--- src/rtl/pry2oht_pkg.sv ---
// Shared types and helpers for the rightmost-priority round-robin arbiter.
package pry2oht_pkg;

    localparam int MAX_WIDTH = 1024;

    typedef enum logic [1:0] {EMPTY, GRANT, LOCK} state_e;

    // One-hot in, mask of the bits strictly above the set bit out; zero in gives zero.
    function automatic logic [MAX_WIDTH-1:0] mask_above(input logic [MAX_WIDTH-1:0] oht);
        return ~(oht | (oht - MAX_WIDTH'(1)));
    endfunction

endpackage

--- src/rtl/pry2oht_bck_tree.sv ---
// Rightmost-priority to one-hot converter as a radix-SPLIT tree.
module pry2oht_bck_tree #(
    parameter int WIDTH          = 32,
    parameter int SPLIT          = 2,
    parameter int IMPLEMENTATION = 0
) (
    input  logic             ena,
    input  logic [WIDTH-1:0] pry,
    output logic [WIDTH-1:0] oht
);

    if (WIDTH <= SPLIT) begin : g_leaf
        if (IMPLEMENTATION == 0) begin : g_arith
            assign oht = ena ? (pry & (~pry + WIDTH'(1))) : '0;
        end else begin : g_scan
            logic found;
            always_comb begin
                oht   = '0;
                found = 1'b0;
                for (int i = 0; i < WIDTH; i++) begin
                    if (ena && pry[i] && !found) begin
                        oht[i] = 1'b1;
                        found  = 1'b1;
                    end
                end
            end
        end
    end else begin : g_node
        localparam int SUB = WIDTH / SPLIT;
        logic [SPLIT-1:0] any;
        logic [SPLIT-1:0] sel;

        for (genvar g = 0; g < SPLIT; g++) begin : g_any
            assign any[g] = |pry[g*SUB +: SUB];
        end

        // Pick the rightmost non-empty group, then enable only that subtree.
        pry2oht_bck_tree #(.WIDTH(SPLIT), .SPLIT(SPLIT), .IMPLEMENTATION(IMPLEMENTATION)) u_grp (
            .ena (ena),
            .pry (any),
            .oht (sel)
        );

        for (genvar g = 0; g < SPLIT; g++) begin : g_sub
            pry2oht_bck_tree #(.WIDTH(SUB), .SPLIT(SPLIT), .IMPLEMENTATION(IMPLEMENTATION)) u_sub (
                .ena (sel[g]),
                .pry (pry[g*SUB +: SUB]),
                .oht (oht[g*SUB +: SUB])
            );
        end
    end

endmodule

--- src/rtl/pry2oht_rr_arb.sv ---
// Registered round-robin arbiter with valid/ready grant and multi-beat lock.
module pry2oht_rr_arb
    import pry2oht_pkg::*;
#(
    parameter int WIDTH          = 32,
    parameter int SPLIT          = 2,
    parameter int IMPLEMENTATION = 0
) (
    input  logic             clk,
    input  logic             rst,
    input  logic [WIDTH-1:0] req,
    input  logic             ena,
    input  logic             lck,
    output logic [WIDTH-1:0] oht,
    output logic             vld,
    input  logic             rdy
);

    state_e           state, state_d;
    logic [WIDTH-1:0] msk, msk_d, oht_d;
    logic [WIDTH-1:0] above, eff_msk, req_m, cand_m, cand_u, cand;
    logic             xfer, hold_lock;

    assign xfer  = vld & rdy;
    assign above = WIDTH'(mask_above(MAX_WIDTH'(oht)));

    // On a transfer the outgoing grant's mask is used immediately so the
    // reload in the same cycle already rotates past it.
    assign eff_msk = xfer ? above : msk;
    assign req_m   = req & eff_msk;

    pry2oht_bck_tree #(.WIDTH(WIDTH), .SPLIT(SPLIT), .IMPLEMENTATION(IMPLEMENTATION)) u_masked (
        .ena (1'b1),
        .pry (req_m),
        .oht (cand_m)
    );

    pry2oht_bck_tree #(.WIDTH(WIDTH), .SPLIT(SPLIT), .IMPLEMENTATION(IMPLEMENTATION)) u_unmasked (
        .ena (1'b1),
        .pry (req),
        .oht (cand_u)
    );

    assign cand      = (|req_m) ? cand_m : cand_u;
    assign hold_lock = xfer & lck & (|(req & oht));

    always_ff @(posedge clk or posedge rst) begin
        if (rst) begin
            state <= EMPTY;
            oht   <= '0;
            msk   <= '1;
        end else begin
            state <= state_d;
            oht   <= oht_d;
            msk   <= msk_d;
        end
    end

    always_comb begin
        state_d = state;
        oht_d   = oht;
        msk_d   = msk;
        if (hold_lock) begin
            // Same owner keeps the grant; mask stays put until the lock ends.
            state_d = LOCK;
        end else if (xfer || (!vld && ena)) begin
            if (xfer) msk_d = above;
            if (ena && (|cand)) begin
                oht_d   = cand;
                state_d = GRANT;
            end else begin
                oht_d   = '0;
                state_d = EMPTY;
            end
        end
    end

    always_comb begin
        vld = (state != EMPTY);
    end

endmodule

--- config.mk ---
export PLATFORM = sky130hd
export DESIGN_NAME = pry2oht_rr_arb
export DESIGN_NICKNAME = d
export VERILOG_FILES = /design/src/rtl/pry2oht_pkg.sv /design/src/rtl/pry2oht_bck_tree.sv /design/src/rtl/pry2oht_rr_arb.sv
export SDC_FILE = /design/constraint.sdc
export NUM_CORES = 1
export LEC_CHECK = 0
export ABC_AREA = 1
export CAP_MARGIN = 20
export CORE_ASPECT_RATIO = 1.5
export CORE_MARGIN = 3
export CORE_UTILIZATION = 60
export CTS_CLUSTER_SIZE = 14
export DETAILED_ROUTE_END_ITERATION = 6
export PLACE_DENSITY = 0.86
export SLEW_MARGIN = 20
export SYNTH_ARGS = -nofsm -noshare
export SYNTH_HDL_FRONTEND = slang
export SYNTH_SLANG_ARGS = --single-unit
--- constraint.sdc ---
create_clock -name clk -period 4.6 [get_ports clk]
set_clock_uncertainty 0.15 [all_clocks]
set_input_delay 0.92 -clock clk [delete_from_list [all_inputs] [get_ports clk]]
set_output_delay 0.92 -clock clk [all_outputs]
set_load 0.1 [all_outputs]
==> results of run 1 <==
## tightest hold or removal path, stage by stage, from the launching register on
cell	delay (ns)
dfstp_2	0.36
nand2_1	0.06
nand2_1	0.05
## cell usage in the layout, fill, tap and decap left out, types with 2 or more instances in the layout
cell type,netlist,final
nand2_1,351,351
nor2_1,159,158
inv_1,74,73
clkdlybuf4s50_1,0,69
nand3_1,63,63
dfrtp_1,34,34
dfstp_2,32,32
nand3_2,31,31
a31oi_1,24,24
buf_4,3,16
nand4_1,15,15
o21ai_1,13,13
o21ai_0,12,12
nor2_2,9,9
clkbuf_16,0,9
inv_2,6,7
nor4_1,5,5
nor3_1,5,5
nor2_4,4,5
nand3b_1,5,5
nand2_2,4,4
o22ai_1,4,4
o2111ai_1,3,3
clkbuf_8,0,3
buf_12,0,3
a22o_1,2,2
clkinv_1,2,2
clkinv_2,0,2
clkbuf_1,9,2
## state kept, by name (all words and copies together), names as in the netlist
signal  cells
msk        32
state       2
oht        32
## logic make-up (layout without fill, tap and decap cells)
logic type             count (synthesis)  in the layout  share of synthesized area, %
buffers and inverters                111            187                          9.01
and+or+nand+nor                      656            656                          53.2
DFF                                   66             66                          30.8
AOI/OAI and AO/OA                     63             63                          6.98
## cells in the mapped netlist, types with 2 or more instances
| cell | number | share of area (%) |
|---|---|---|
| buf_2 | 9 | 0.82 |
| nor4_1 | 5 | 0.57 |
| nand3b_1 | 5 | 0.68 |
| o21ai_1 | 13 | 1.2 |
| dfrtp_1 | 34 | 16 |
| buf_6 | 7 | 1.4 |
| buf_4 | 3 | 0.41 |
| o2111ai_1 | 3 | 0.48 |
| o22ai_1 | 4 | 0.46 |
| nand3_2 | 31 | 5.7 |
| nor2_4 | 4 | 0.82 |
| a22o_1 | 2 | 0.32 |
| clkbuf_1 | 9 | 0.62 |
| a31oi_1 | 24 | 2.7 |
| nor2_1 | 159 | 11 |
| clkinv_1 | 2 | 0.14 |
| inv_1 | 74 | 5.1 |
| dfstp_2 | 32 | 15 |
| nand2_1 | 351 | 24 |
| nor2_2 | 9 | 1.0 |
| o21ai_0 | 12 | 1.1 |
| nand4_1 | 15 | 1.7 |
| nand3_1 | 63 | 5.7 |
| inv_2 | 6 | 0.41 |
| nand2_2 | 4 | 0.46 |
| nor3_1 | 5 | 0.46 |
## stage by stage
stage	hold slack [ns]	setup slack, ns
after global placement	0.306	0.253
final	0.321	0.394
after floorplan	0.297	1.22
after CTS	0.319	0.502
after detailed placement	0.309	0.159
after global routing	0.342	0.0678
## worst paths after layout
check	end	startpoint	cells after the start
worst max-delay path	oht[7]	rdy	22
worst min-delay path	msk[9]	msk[9]	2
worst max register to register	oht[7]	oht[4]	22
worst min register to register	msk[9]	msk[9]	2
max in group asynchronous	msk[12]	rst	3
min in group asynchronous	oht[20]	rst	2
## power groups by stage
stage	registers, mW	clock network, mW	logic, mW
3_3_place_gp	0.968	0	2.63
6_report	0.975	0.664	2.79
3_5_place_dp	0.978	0	2.69
5_1_grt	0.991	0.687	3.01
4_1_cts	0.970	0.666	2.72
2_1_floorplan	1.08	0	1.81
## per-layer routing
layer  vias to the layer above  routed length (um)  track usage, %
met3                       130                1650            7.20
met4                         0                1730            30.3
li1                       3005                   -               -
met2                       419                9990            69.4
met1                      2946                6970            43.1
met5                         -                   0               0
## cell type report
cell class | count | share of cell area (%)
timing repair buffer | 88 | 13.2
clock buffer | 14 | 4.15
tap | 110 | 2.08
sequential | 66 | 25.6
clock inverter | 2 | 0.152
inverter | 83 | 4.75
multi-input combinational | 719 | 50.1
==> flow_summary.json, run 1 <==
{
  "clkPwrFrac_pct": 15.0,
  "ys.flop_type": "dfrtp_1",
  "syn_to_final_growth_pct": 20.4,
  "maxCapViolations": 0,
  "htree_levels": 3,
  "path_delay_family": "simple AND/OR/NAND/NOR gates",
  "multiInputGateArea_mm2": 0.00331,
  "worstHoldPathType": "register to register",
  "placedCellCount": 1066,
  "hold_violations": 0,
  "synth-async-reset-ratio_pct": 100,
  "max_freq_mhz": 238,
  "path_class": "input port to register",
  "p_int_mw": 2.06,
  "slowest_delay_ns": 0.48,
  "grt.total_usage_pct": 40.0,
  "worstSkewPairLatency_ns": 0.34,
  "dr.first_iter.drc_count": 664,
  "core.rowCount": 42,
  "cts_tree": "built",
  "cts_setup_buffers": 0,
  "synth_nets": 933,
  "power_density_mw_per_mm2": 671,
  "die_x_um": 84.1,
  "ff2ff_setup_slack_ns": 0.64,
  "grt_pass1_wl_um": 31800,
  "ys_ff_latch": 66,
  "post-dp-hpwl_um": 15500,
  "syn-instance-count": 896,
  "worstPathRequired_ns": 4.67,
  "numClockSinks": 66,
  "gr-total-overflow": 0,
  "finalNonFillerCells": 1082,
  "grt_pass1_vias": 6269,
  "start_util_pct": 61.8,
  "p_switching_mw": 2.37,
  "dpl_cell_area_mm2": 0.00632,
  "tightest_slew_ns": 0.995,
  "crit_top_cell": "nand2_1",
  "clkTransAtPathRegs_ns": 0.06,
  "critPathBufInv": 5,
  "ir_drop_v": 0.000916,
  "netlist_area_mm2": 0.00549,
  "violations": "DRC",
  "cpMaxStageDelayCell": "clkdlybuf4s50_1",
  "fin_setup_tns_ns": 0,
  "swShare_pct": 53.6,
  "cts_root_buffer": "clkbuf_16",
  "relSlewSlack_pct": 33.5,
  "synth_edf_count": 0,
  "nFillCells": 749,
  "cts_resized": 0,
  "crit_arrival_ns": 4.28,
  "design_area_mm2": 0.00661,
  "cp_max_fo": 21,
  "drive_gt1_share_pct": 13.0,
  "grt_max_degree": 49,
  "ys_types": 37,
  "final_nets": 1004,
  "yosys_warnings": 0,
  "cts_max_path_buffers": 2,
  "io_pins": 70,
  "viasPerCell": 6.01,
  "path_cells": "clkdlybuf4s50_1 > nand2_4 > buf_12 > nor2_1 > o21ai_1 > nand2_1 > nand2_1 > nand2_1 > inv_2 > nand2_1 > nor2_2 > buf_4 > nand3_1 > nand2_1 > nand2_1 > nor2_1 > nand2_1 > nor2_1 > nand3_4 > buf_12 > nand3_2 > nand2_1",
  "num_vias": 6500,
  "finalCritPeriodShare_pct": 91.4,
  "rsz0062_at_grt": "no",
  "avgSynthCellArea_um2": 6.12,
  "sequentialPowerShare_pct": 22.0,
  "cp-end-kind": "register",
  "p_comb_share_pct": 63.0,
  "coreArea_mm2": 0.00888,
  "routed_wl_um": 20300,
  "synth-seq-area-share_pct": 30.8,
  "dr.pass1.iters": 7,
  "diodes": 0,
  "period_needed_ns": 4.21,
  "finalSetupViolations": 0,
  "place.gp.congestion": 1.10,
  "leakagePower_nw": 3.57,
  "final_max_slew_viol_count": 0,
  "wire_per_inst_um": 18.8,
  "status": "finished, violations left",
  "ant_nets": 0,
  "grt_antenna_before_repair": 0,
  "port_buffers": 69,
  "drc_errors": 17,
  "die_y_um": 123,
  "die_area_mm2": 0.0103,
  "final_util_pct": 74.4,
  "layout.area.seq_mm2": 0.00169,
  "cts_made_buffers": 9,
  "holdBufCountCts": 0,
  "power_mw": 4.43,
  "start_kind": "input port"
}
(Power assumes the default switching activity.)
==> run 2, diff against run 1 <==
- CORE_ASPECT_RATIO: 1.5 -> 0.5
- SKIP_CTS_REPAIR_TIMING: unset -> 1
==> flow_summary.json, run 2 (synthesis gave the netlist of run 1 again) <==
{
  "gr-total-overflow": 0,
  "start_util_pct": 65.1,
  "drc_errors": 0,
  "nFillCells": 668,
  "cts_tree": "built",
  "syn_to_final_growth_pct": 21.7,
  "worstPathRequired_ns": 4.67,
  "fin_ws_ns": 0.339,
  "dr.pass1.iters": 6,
  "cp-end-kind": "register",
  "min_path_cells": 2,
  "r2r_end": "oht[28]",
  "worstHoldPathType": "register to register",
  "die_area_mm2": 0.0104,
  "diodes": 0,
  "min_delay_worst_endpoint": "msk[9]",
  "io_pins": 70,
  "grt_pass1_vias": 6060,
  "cts_max_path_buffers": 2,
  "start_kind": "input port",
  "status": "finished clean",
  "core.rowCount": 23,
  "worstSkewPairLatency_ns": 0.34,
  "port_buffers": 69,
  "ff2ff_setup_slack_ns": 0.63,
  "crit_arrival_ns": 4.33,
  "grt_max_degree": 55,
  "tightest_slew_ns": 0.987,
  "relSlewSlack_pct": 34.0,
  "num_vias": 6521,
  "clkTransAtPathRegs_ns": 0.06,
  "post-dp-hpwl_um": 14400,
  "grt.total_usage_pct": 38.2,
  "finalNonFillerCells": 1089,
  "crit_top_cell": "nand2_1",
  "busiest_layer": "met2",
  "met3_usage_pct": 8.58,
  "min_from": "msk[9]",
  "finalSetupViolations": 0,
  "placedCellCount": 1069,
  "dr.first_iter.drc_count": 855,
  "r2r-start": "oht[5]",
  "slowest_delay_ns": 0.48,
  "path_cells": "clkdlybuf4s50_1 > nand2_4 > buf_4 > nor2_1 > nand2_1 > nand2_1 > nand2_1 > nand2_1 > inv_2 > nand2_1 > nor2_2 > buf_4 > nand3_1 > nand2_1 > nand2_1 > nor2_1 > nand2_1 > nor2_1 > nand3_4 > buf_12 > nand3_1 > nand2_1",
  "die_y_um": 73.6,
  "fin_setup_tns_ns": 0,
  "grt_pass1_wl_um": 30700,
  "grt_antenna_before_repair": 0,
  "final_max_slew_viol_count": 0,
  "final_cell_mix": "351 x nand2_1, 158 x nor2_1, 73 x inv_1",
  "drive_gt1_share_pct": 13.5,
  "wire_per_inst_um": 17.4,
  "ant_nets": 0,
  "place.gp.congestion": 1.01,
  "reg_top3": "msk x32, oht x32, state x2",
  "leakagePower_nw": 3.60,
  "grt_use_met1_pct": 50.5,
  "hold_violations": 0,
  "maxCapViolations": 0,
  "die_x_um": 141,
  "cts_made_buffers": 9,
  "max_freq_mhz": 235,
  "path_class": "input port to register",
  "viasPerCell": 5.99,
  "htree_levels": 3,
  "period_needed_ns": 4.26,
  "numClockSinks": 66,
  "rsz0062_at_grt": "no",
  "cp_max_fo": 33,
  "grt_use_met2_pct": 60.8,
  "reg2reg_depth": 22,
  "final_nets": 1009,
  "cpMaxStageDelayCell": "clkdlybuf4s50_1",
  "finalCritPeriodShare_pct": 92.6,
  "ir_drop_v": 0.000749,
  "layout_commonest_cell": "nand2_1",
  "pre_cts_ws_ns": -0.0500,
  "cts_root_buffer": "clkbuf_16",
  "routed_wl_um": 19000,
  "power_density_mw_per_mm2": 672,
  "coreArea_mm2": 0.00843
}
run 2: layout make-up:
class                      count  area (um^2)  area share, %
clock buffer                  10          229           3.43
clock inverter                 6         92.6           1.39
inverter                      83          314           4.71
multi-input combinational    719         3310           49.6
sequential                    66         1690           25.3
tap                          112          140           2.10
timing repair buffer          93          900           13.5
run 2: per-layer routing:
metal  part of all wire, %  wire length, um
met1                    40             7610
met2                    43             8140
met3                    13             2500
met4                   3.7              699
met5                  0.19               37
run 2: worst max path at each step:
| stage | from | to | slack (ns) | depth (start not counted) |
|---|---|---|---|---|
| after floorplan | oht[5] | oht[11] | 1.22 | 23 |
| after global placement | rdy | oht[29] | 0.12 | 22 |
| after detailed placement | rdy | oht[28] | -0.05 | 22 |
| after CTS | rdy | oht[28] | 0.29 | 22 |
| after global routing | req[1] | oht[28] | 0.02 | 19 |
| final | rdy | oht[28] | 0.34 | 22 |
run 2: worst max-delay path: cells and delay by family:
kind,cells,cell delay (ns)
AND/OR/NAND/NOR,17,2.08
buffers and inverters,5,1.30
run 2: power breakdown:
group | switching (mW) | leakage, nW | internal, mW
combinational | 1.98 | 2.64 | 0.773
clock | 0.283 | 0.149 | 0.477
sequential | 0.125 | 0.809 | 0.843
run 2: per-stage QoR:
stage | hold WS, ns | cell area, um^2 | utilization (%) | power [mW]
4_1_cts | 0.320 | 6640 | 78.8 | 4.36
2_1_floorplan | 0.297 | 5490 | - | 2.89
6_report | 0.319 | 6670 | 79.2 | 4.48
3_3_place_gp | 0.306 | 6320 | 74.9 | 3.51
3_5_place_dp | 0.311 | 6320 | 74.9 | 3.58
5_1_grt | 0.342 | 6670 | 79.2 | 4.75
==> run 3, diff against run 2 <==
--- a/config.mk
+++ b/config.mk
@@ -13,4 +13,5 @@
 export CTS_CLUSTER_SIZE = 14
 export DETAILED_ROUTE_END_ITERATION = 6
+export GPL_ROUTABILITY_DRIVEN = 1
 export PLACE_DENSITY = 0.86
 export SKIP_CTS_REPAIR_TIMING = 1
--- a/constraint.sdc
+++ b/constraint.sdc
@@ -3,3 +3,3 @@
 set_input_delay 0.92 -clock clk [delete_from_list [all_inputs] [get_ports clk]]
 set_output_delay 0.92 -clock clk [all_outputs]
-set_load 0.1 [all_outputs]
+set_load 0.01 [all_outputs]
==> results of run 3 <==
Same layout as run 2 (identical final DEF). Status: finished clean.
Main changes from that run: total power 4.48 mW -> 4.29 mW; worst IR drop on VDD 0.000749 V -> 0.000582 V
